[src/rtl/i2c_pkg.sv]
// rtl/i2c_pkg.sv - shared I2C bus-monitor state encoding and default timing constants
package i2c_pkg;

    // Consecutive equal synchronized samples needed to move a filtered line.
    localparam int FILTER_LEN_DEF  = 4;
    // Bus-free hold time in clk cycles (5 us at 100 MHz).
    localparam int TBUF_CYCLES_DEF = 500;
    // Width of the bus-idle counter; must hold TBUF_CYCLES-1.
    localparam int IDLE_CNT_W      = 10;

    typedef enum logic [1:0] {
        WAIT_FREE = 2'd0,
        FREE      = 2'd1,
        BUSY      = 2'd2
    } bus_state_t;

endpackage

[src/rtl/protocol_detect_if.sv]
// rtl/protocol_detect_if.sv - pad inputs and condition/status outputs of the I2C protocol detector
//
// scl_in, sda_in   : raw pad values, asynchronous to clk (driven by master side)
// start_det        : one-cycle pulse on every START, including repeated START
// rstart_det       : one-cycle pulse on a START seen while the bus is busy
// stop_det         : one-cycle pulse on STOP
// scl_rise/fall    : one-cycle pulse on each filtered SCL edge
// bus_busy         : high from START until STOP
// bus_free         : high once both lines have been idle-high for the hold time
interface protocol_detect_if;

    logic scl_in;
    logic sda_in;
    logic start_det;
    logic rstart_det;
    logic stop_det;
    logic scl_rise;
    logic scl_fall;
    logic bus_busy;
    logic bus_free;

    modport master (
        output scl_in, sda_in,
        input  start_det, rstart_det, stop_det, scl_rise, scl_fall, bus_busy, bus_free
    );

    modport slave (
        input  scl_in, sda_in,
        output start_det, rstart_det, stop_det, scl_rise, scl_fall, bus_busy, bus_free
    );

endinterface

[src/rtl/i2c_line_filter.sv]
// rtl/i2c_line_filter.sv - 2-flop synchronizer plus majority-free glitch filter for one I2C line
//
// clk      : reference clock
// reset    : synchronous active-high reset; presets the line to released (1)
// line_in  : raw pad value, asynchronous to clk
// filtered : registered line value, moves only after FILTER_LEN equal samples
module i2c_line_filter
    import i2c_pkg::*;
#(
    parameter int FILTER_LEN = FILTER_LEN_DEF
) (
    input  logic clk,
    input  logic reset,
    input  logic line_in,
    output logic filtered
);

    logic [1:0]            sync;
    logic [FILTER_LEN-1:0] samples;

    always_ff @(posedge clk) begin
        if (reset) begin
            sync     <= '1;
            samples  <= '1;
            filtered <= 1'b1;
        end else begin
            sync    <= {sync[0], line_in};
            samples <= {samples[FILTER_LEN-2:0], sync[1]};
            // Mixed windows hold the previous value, which rejects short glitches.
            if (&samples) begin
                filtered <= 1'b1;
            end else if (~|samples) begin
                filtered <= 1'b0;
            end
        end
    end

endmodule

[src/rtl/protocol_detect.sv]
// rtl/protocol_detect.sv - I2C START/STOP/edge detector with bus busy/free tracking
//
// clk   : 100 MHz reference clock, all logic on posedge
// reset : synchronous active-high reset
// bus   : slave side of protocol_detect_if (raw pads in, registered detections out)
module protocol_detect
    import i2c_pkg::*;
#(
    parameter int FILTER_LEN  = FILTER_LEN_DEF,
    parameter int TBUF_CYCLES = TBUF_CYCLES_DEF
) (
    input logic              clk,
    input logic              reset,
    protocol_detect_if.slave bus
);

    // Pulses stay masked until the filter has flushed its reset preset.
    localparam int                    FILL_CYCLES = FILTER_LEN + 2;
    localparam int                    FILL_W      = $clog2(FILL_CYCLES + 1);
    localparam logic [FILL_W-1:0]     FILL_DONE   = FILL_W'(FILL_CYCLES);
    localparam logic [IDLE_CNT_W-1:0] IDLE_LAST   = IDLE_CNT_W'(TBUF_CYCLES - 1);

    logic                  scl_f;
    logic                  sda_f;
    logic                  scl_q;
    logic                  sda_q;
    logic [FILL_W-1:0]     fill_cnt;
    logic                  ready;
    logic                  scl_high;
    logic                  start_cond;
    logic                  stop_cond;
    bus_state_t            state;
    logic [IDLE_CNT_W-1:0] idle_cnt;

    i2c_line_filter #(.FILTER_LEN(FILTER_LEN)) u_scl_filter (
        .clk      (clk),
        .reset    (reset),
        .line_in  (bus.scl_in),
        .filtered (scl_f)
    );

    i2c_line_filter #(.FILTER_LEN(FILTER_LEN)) u_sda_filter (
        .clk      (clk),
        .reset    (reset),
        .line_in  (bus.sda_in),
        .filtered (sda_f)
    );

    assign ready    = (fill_cnt == FILL_DONE);
    // SCL must be high on both sides of the SDA edge; a simultaneous SCL edge is not a condition.
    assign scl_high   = scl_f && scl_q;
    assign start_cond = ready && scl_high && sda_q && !sda_f;
    assign stop_cond  = ready && scl_high && !sda_q && sda_f;

    always_ff @(posedge clk) begin
        if (reset) begin
            fill_cnt       <= '0;
            scl_q          <= 1'b1;
            sda_q          <= 1'b1;
            bus.start_det  <= 1'b0;
            bus.rstart_det <= 1'b0;
            bus.stop_det   <= 1'b0;
            bus.scl_rise   <= 1'b0;
            bus.scl_fall   <= 1'b0;
        end else begin
            if (!ready) begin
                fill_cnt <= fill_cnt + FILL_W'(1);
            end
            scl_q          <= scl_f;
            sda_q          <= sda_f;
            bus.start_det  <= start_cond;
            bus.rstart_det <= start_cond && (state == BUSY);
            bus.stop_det   <= stop_cond;
            bus.scl_rise   <= ready && scl_f && !scl_q;
            bus.scl_fall   <= ready && !scl_f && scl_q;
        end
    end

    // Bus occupancy follows the registered condition pulses, one cycle behind them.
    always_ff @(posedge clk) begin
        if (reset) begin
            state        <= WAIT_FREE;
            idle_cnt     <= '0;
            bus.bus_busy <= 1'b0;
            bus.bus_free <= 1'b0;
        end else begin
            case (state)
                WAIT_FREE: begin
                    if (bus.start_det) begin
                        state        <= BUSY;
                        bus.bus_busy <= 1'b1;
                        idle_cnt     <= '0;
                    end else if (!(scl_f && sda_f)) begin
                        idle_cnt <= '0;
                    end else if (ready) begin
                        // Counter stops at IDLE_LAST; it is only cleared, never wrapped.
                        if (idle_cnt == IDLE_LAST) begin
                            state        <= FREE;
                            bus.bus_free <= 1'b1;
                        end else begin
                            idle_cnt <= idle_cnt + IDLE_CNT_W'(1);
                        end
                    end
                end
                FREE: begin
                    // An SCL fall without START means another master is already talking.
                    if (bus.start_det || bus.scl_fall) begin
                        state        <= BUSY;
                        bus.bus_free <= 1'b0;
                        bus.bus_busy <= 1'b1;
                    end
                end
                BUSY: begin
                    if (bus.stop_det) begin
                        state        <= WAIT_FREE;
                        bus.bus_busy <= 1'b0;
                        idle_cnt     <= '0;
                    end
                end
                default: begin
                    state        <= WAIT_FREE;
                    bus.bus_busy <= 1'b0;
                    bus.bus_free <= 1'b0;
                    idle_cnt     <= '0;
                end
            endcase
        end
    end

endmodule

[src/flat_wrapper.sv]
// flat-port wrapper written by rule: the top's interface ports become plain ports
module protocol_detect_flat import i2c_pkg::*;
#(
    parameter int FILTER_LEN  = FILTER_LEN_DEF,
    parameter int TBUF_CYCLES = TBUF_CYCLES_DEF
)
  (clk, reset, bus_scl_in, bus_sda_in, bus_start_det, bus_rstart_det, bus_stop_det, bus_scl_rise, bus_scl_fall, bus_bus_busy, bus_bus_free);
  protocol_detect_if bus_i ();
  input logic clk;
  input logic reset;
  input wire logic [$bits(bus_i.scl_in)-1:0] bus_scl_in;
  input wire logic [$bits(bus_i.sda_in)-1:0] bus_sda_in;
  output wire logic [$bits(bus_i.start_det)-1:0] bus_start_det;
  output wire logic [$bits(bus_i.rstart_det)-1:0] bus_rstart_det;
  output wire logic [$bits(bus_i.stop_det)-1:0] bus_stop_det;
  output wire logic [$bits(bus_i.scl_rise)-1:0] bus_scl_rise;
  output wire logic [$bits(bus_i.scl_fall)-1:0] bus_scl_fall;
  output wire logic [$bits(bus_i.bus_busy)-1:0] bus_bus_busy;
  output wire logic [$bits(bus_i.bus_free)-1:0] bus_bus_free;
  assign bus_i.scl_in = bus_scl_in;
  assign bus_i.sda_in = bus_sda_in;
  assign bus_start_det = bus_i.start_det;
  assign bus_rstart_det = bus_i.rstart_det;
  assign bus_stop_det = bus_i.stop_det;
  assign bus_scl_rise = bus_i.scl_rise;
  assign bus_scl_fall = bus_i.scl_fall;
  assign bus_bus_busy = bus_i.bus_busy;
  assign bus_bus_free = bus_i.bus_free;
  protocol_detect #(.FILTER_LEN(FILTER_LEN), .TBUF_CYCLES(TBUF_CYCLES)) u_core (.clk(clk), .reset(reset), .bus(bus_i));
endmodule
[config.mk]
export PLATFORM = sky130hd
export DESIGN_NAME = protocol_detect_flat
export DESIGN_NICKNAME = d
export VERILOG_FILES = /design/src/rtl/i2c_pkg.sv /design/src/rtl/protocol_detect_if.sv /design/src/rtl/i2c_line_filter.sv /design/src/rtl/protocol_detect.sv /design/src/flat_wrapper.sv
export SDC_FILE = /design/constraint.sdc
export NUM_CORES = 1
export LEC_CHECK = 0
export CORE_MARGIN = 1.5
export CORE_UTILIZATION = 56
export CTS_BUF_LIST = sky130_fd_sc_hd__clkbuf_16
export CTS_CLUSTER_DIAMETER = 50
export CTS_CLUSTER_SIZE = 40
export DETAILED_ROUTE_END_ITERATION = 10
export GPL_ROUTABILITY_DRIVEN = 0
export PLACE_DENSITY_LB_ADDON = 0.2
export RECOVER_POWER = 25
export SLEW_MARGIN = 5
export SYNTH_ARGS = -nofsm -noshare
export SYNTH_HDL_FRONTEND = slang
export SYNTH_SLANG_ARGS = --single-unit
[constraint.sdc]
create_clock -name clk -period 2.25 [get_ports clk]
set_input_delay 0.5625 -clock clk [delete_from_list [all_inputs] [get_ports clk]]
set_output_delay 0.5625 -clock clk [all_outputs]
set_load 0.1 [all_outputs]
Word level (Yosys, flattened, before mapping)
Index checks and enable logic that the tools add are counted.
{"block": "word_totals", "regBits": 38, "out_inout_bits": 7, "elab_cells": 89, "in_bits": 4}
{"block": "op_classes", "addsub": 2, "n_bitwise": 2, "eq_ne": 16, "n_reduce_logical": 28, "muxes": 23}
{"operator": "10-bit two-way mux", "n": 5}
{"operator": "10-bit case mux with 3 select lines", "n": 1}
{"operator": "1-bit logical AND", "n": 12}
{"operator": "2-bit two-way mux", "n": 6}
{"operator": "2-bit by 1-bit != test with 1-bit output, second input constant", "n": 6}
{"operator": "4-bit AND reduction", "n": 3}
{"operator": "10-bit by 1-bit adder with 10-bit output, second input constant", "n": 1}
{"operator": "10-bit by 9-bit == test with 1-bit output, second input constant", "n": 1}
{"operator": "3-bit by 1-bit != test with 1-bit output, second input constant", "n": 3}
{"operator": "1-bit two-way mux", "n": 8}
{"operator": "4-bit OR reduction", "n": 2}
{"operator": "1-bit case mux with 3 select lines", "n": 2}
{"operator": "2-bit case mux with 3 select lines", "n": 1}
{"operator": "6-bit AND reduction", "n": 1}
{"operator": "5-bit AND reduction", "n": 1}
{"operator": "1-bit logical NOT", "n": 4}
{"operator": "4-bit by 2-bit != test with 1-bit output, second input constant", "n": 1}
{"operator": "4-bit by 3-bit != test with 1-bit output, second input constant", "n": 1}
{"operator": "2-bit OR reduction", "n": 2}
{"operator": "3-bit by 1-bit adder with 3-bit output, second input constant", "n": 1}
{"operator": "3-bit == test, second input constant", "n": 1}
{"operator": "3-bit AND reduction", "n": 1}
{"operator": "2-bit by 1-bit == test with 1-bit output, second input constant", "n": 1}
{"operator": "2-bit == test, second input constant", "n": 1}
{"operator": "other kinds (4)", "n": 5}

Longest topological paths before layout
{"block": "logic_depth", "depth_word": 6, "depth_mapped": 8, "mapped_depth_nobuf": 7}

Cells and area by module
From an unflattened synthesis, not the netlist that was laid out.
{"block": "unflattened", "cells_unflattened": 166, "area_unflattened_um2": 1576.5}
{"mod": "protocol_detect", "area_each_um2": 1163.6, "seq_area_each_um2": 480.5, "cells_each": 134, "n_inst": 1}
{"mod": "i2c_line_filter", "area_each_um2": 206.4, "seq_area_each_um2": 140.1, "cells_each": 16, "n_inst": 2}

Worst setup path before layout
No wires, ideal clock.
{"block": "synth_path", "path_type": "register to register", "startpoint": "reg u_core.bus.start_det", "endpoint": "reg u_core.idle_cnt[4]", "arrival_time_ns": 2.182, "path_slack_ns": -0.002, "setup_time_ns": 0.070, "path_stages_with_launch": 6, "t_required_ns": 2.180, "path_buffers": 0, "synth_period_minus_slack_ns": 2.252, "path_cell_list": "dfxtp_1 -> and4bb_1 -> nor3_2 -> a21oi_2 -> or4b_1 -> a21oi_1"}
{"block": "synth_between", "elab_chain_len": 2, "elab_cells_between_ends": 5, "classes_between": "eq/ne: 2; mux: 2; reduce/logical: 1"}
{"element": "start, declared", "line": "protocol_detect_if.sv:29", "source": "output start_det, rstart_det, stop_det, scl_rise, scl_fall, bus_busy, bus_free"}
{"element": "start signal, assigned", "line": "protocol_detect.sv:71", "source": "bus.start_det <= start_cond;"}
{"element": "4-bit by 2-bit != test with 1-bit output (no source line), or another cell as far along"}
{"element": "4-bit AND reduction (no source line) / 10-bit case mux with 3 select lines (equally long branches)"}
{"element": "end signal, assigned", "line": "protocol_detect.sv:101", "source": "idle_cnt <= idle_cnt + IDLE_CNT_W'(1);"}
{"element": "end, declared", "line": "protocol_detect.sv:33", "source": "logic [IDLE_CNT_W-1:0] idle_cnt;"}
Parallel ways exist; a longest one is shown, timed or not.
A chain may end at the register's enable or synchronous reset.

Worst setup path after layout
{"block": "layout_path", "startpoint": "reg u_core.fill_cnt[0]", "endpoint": "reg u_core.idle_cnt[4]"}
{"block": "layout_between", "elab_chain_len": 3}
{"element": "start, declared", "line": "protocol_detect.sv:27", "source": "logic [FILL_W-1:0] fill_cnt;"}
{"element": "start signal, assigned", "line": "protocol_detect.sv:67", "source": "fill_cnt <= fill_cnt + FILL_W'(1);"}
{"element": "3-bit == test", "line": "protocol_detect.sv:49", "source": "assign ready = (fill_cnt == FILL_DONE);"}
{"element": "4-bit by 2-bit != test with 1-bit output (no source line)"}
{"element": "4-bit AND reduction (no source line)"}
No other way between the ends.

==> impl_results.md <==
* Avg Cell Area, Syn at roughly 9.3 um2
* Total GRT Usage at 0.229
* Syn nets at 164
* Critical Path Fanout Max at 15
* Die ar. at 2930 um2
* Worst slew pin tran at around 870 ps
* Fin cells at 203
* WL per Instance at between 10 and 15 um
* Share of cells above drive strength 1 at 0.191
* Worst setup margin at roughly 270 ps
* Final period utilization at 0.878
* WP data arrival at about 2200 ps
* Max_cap viols at 0
* Hold Vio Cnt, Final at 0
* Nets at between 150 and 200
* Floorplan row count at 18
* Postcts setup bufs at 0
* Critical R2R Launch: u_core.fill_cnt[0]
* Die Width at 54.1 um
* Setup TNS at 0 ps
* Dominant cells by area after synthesis: dfxtp_1 (52%), or2_2 (6.0%), a21oi_1 (5.8%), or3_1 (3.4%), nand2_1 (2.8%)
* Synthesized area at around 1500 um2
* Setup crit start: u_core.fill_cnt[0]
* R2R setup slack at 270 ps
* Final Skew at around 3.2 ps
* IO Count at 11
* RSZ-0062 raised after global routing: no
* Met3 Usage GRT at 0.0833
* Slew Limit Headroom at 0.418
* Cell count after synthesis at roughly 160
* Worst VDD drop at between 0.0008 and 0.0009 V
* CTS Buffer Depth at 2
* Final setup fails at 0
* FF+latch count, synth at 38
* Fillers at 205
* Finished Cell Area at 1770 um2
* WHS at approximately 410 ps
* Initial antenna violation count at 0
* Most used DFF post-synth: dfxtp_1
* Hold WC Path Type: register to register
* CP max-delay cell: or4b_1
* Met2 Usage GRT at 0.365
* # resized after CTS at 0
* Synth unique cells at 36
* Hold-fix buffers, CTS at 0
* Clock Sinks at 38
* Top delay family on crit path: simple AND/OR/NAND/NOR gates
* CTS tree: built
* Status: completed
* Worst setup EP type: register
* Slew Limit Fails at 0
* CP Buf/Inv Count at 1
* DP Area at 1580 um2
* P_leak at approximately 0.66 nW
* Initial DRC count at 28
* Final global-route overflow total at 0
* H-tree Lvls at 2
* Skew-Pair Late Insertion Delay at about 280 ps
* Drt first pass iters at 4
* Layer with the highest usage: met2
* Largest net degree at the start of global routing at 25
* CP Cell Sequence: inv_1 > ha_1 > nand2_1 > nor3_4 > a21oi_2 > or4b_1 > a21oi_1
* Post-synth EDFFs at 0
* First-pass GRT wire length at between 4 and 5 mm
* Routed via count at 1162
* # port buffers at 10
* Peak Freq at 506 MHz
* Post-DR vias/cell at roughly 5.7
* TritonCTS Buffers at 5
* Final core occ at 0.713
* # diodes at 0
* DP Cell Count at a little under 200
* Register area share after synthesis at 0.520
* Startpoint types: register
* Vias in the first global route at about 1100
* Overall power at around 1.6 mW
* Antenna Nets Post-Route at 0
* Root buf cell: clkbuf_16
* Req. time, crit path at 2450 ps
* Post-synth ARST share at 0
* P&R area growth vs syn at 20.6%
* Pre-CTS setup slack at 304 ps
* Worst Setup Path Type: register to register
* Largest area contributor in the netlist: dfxtp_1
* Most frequent cells after synthesis: dfxtp_1 (38), a21oi_1 (17), or2_2 (14)
* DRC errors left at 0
* Yosys warns at 0
* Initial Utilization at 0.591
* Count leader, synth: dfxtp_1
* Pwr dens at around 920 nW/um2
* Min Tclk post-route at 1980 ps
* Core ar. at approximately 2500 um2
* Top cell type's share of synthesized area at 0.520
* Max stage delay on crit path at between 500 and 600 ps
* Global routing met1 resource utilization at 0.267
* Clock Pin Slew Worst Setup and Hold Paths at 60 ps
* DP HPWL at about 2.0 mm
* Die height at about 54 um
* Routed WL at about 2.9 mm
* Hold_sp: u_core.u_scl_filter.sync[0]
## layout by cell type, fill, tap and decap left out, drive strengths merged, types with 3 or more instances in the layout
cell type and n:
nand3 4, and4 3, nand2 11, inv 6, nor3 6, ha 3
a21oi 18, clkbuf 6, buf 7, or3 8, nor2 10, o21ai 11
dfxtp 38, or2 14
## state kept, by name (all words and copies together) (netlist names), 2 cells and up
name                         flops
u_core.u_sda_filter.samples      4
u_core.u_scl_filter.samples      4
u_core.u_scl_filter.sync         2
u_core.state                     2
u_core.idle_cnt                 10
u_core.u_sda_filter.sync         2
u_core.fill_cnt                  3
## per-layer routing
layer / vias to the layer above / share of wire
met4: 0 / 0.023
li1: 592 / -
met5: - / 0
met2: 20 / 0.51
met3: 9 / 0.029
met1: 541 / 0.43
## where the power goes
group | leakage [nW] | internal (mW) | switching [mW] | total, mW
Combinational | 0.257 | 0.0164 | 0.0206 | 0.0370
Sequential | 0.309 | 0.685 | 0.00786 | 0.692
Clock | 0.0915 | 0.631 | 0.260 | 0.890
## path summary, 6_finish.rpt
path,cells after the start,endpoint
worst max-delay path,7,u_core.idle_cnt[4]
worst min register to register,1,u_core.u_scl_filter.sync[1]
worst max register to register,7,u_core.idle_cnt[4]
worst min-delay path,1,u_core.u_scl_filter.sync[1]
## worst register-to-register path: cells and delay by family (launching register included)
| family | cells | cell delay [ps] |
|---|---|---|
| AND/OR/NAND/NOR | 3 | 950 |
| AO/OA/AOI/OAI | 2 | 340 |
| flip-flops | 1 | 330 |
| adder cells (fa/ha/maj) | 1 | 190 |
| buffers and inverters | 1 | 80 |
## logic make-up after synthesis
kind of cell | Yosys count | synth area share
buf+inv | 9 | 0.0239
simple gates | 71 | 0.291
compound gates | 35 | 0.133
fa+ha+maj | 3 | 0.0256
flops | 38 | 0.520
xor+xnor | 1 | 0.00598
## layout make-up
cell class / instances / area (um2) / share of cell area
clock inverters: 3 / 63.8 / 0.0361
clock buffers: 5 / 125 / 0.0709
repair buffers: 11 / 86.3 / 0.0489
inverters: 6 / 22.5 / 0.0128
flip-flops and latches: 38 / 762 / 0.432
multi-input cells: 110 / 668 / 0.378
well taps: 30 / 37.5 / 0.0213
No activity file was read; power rests on OpenSTA's default activity.
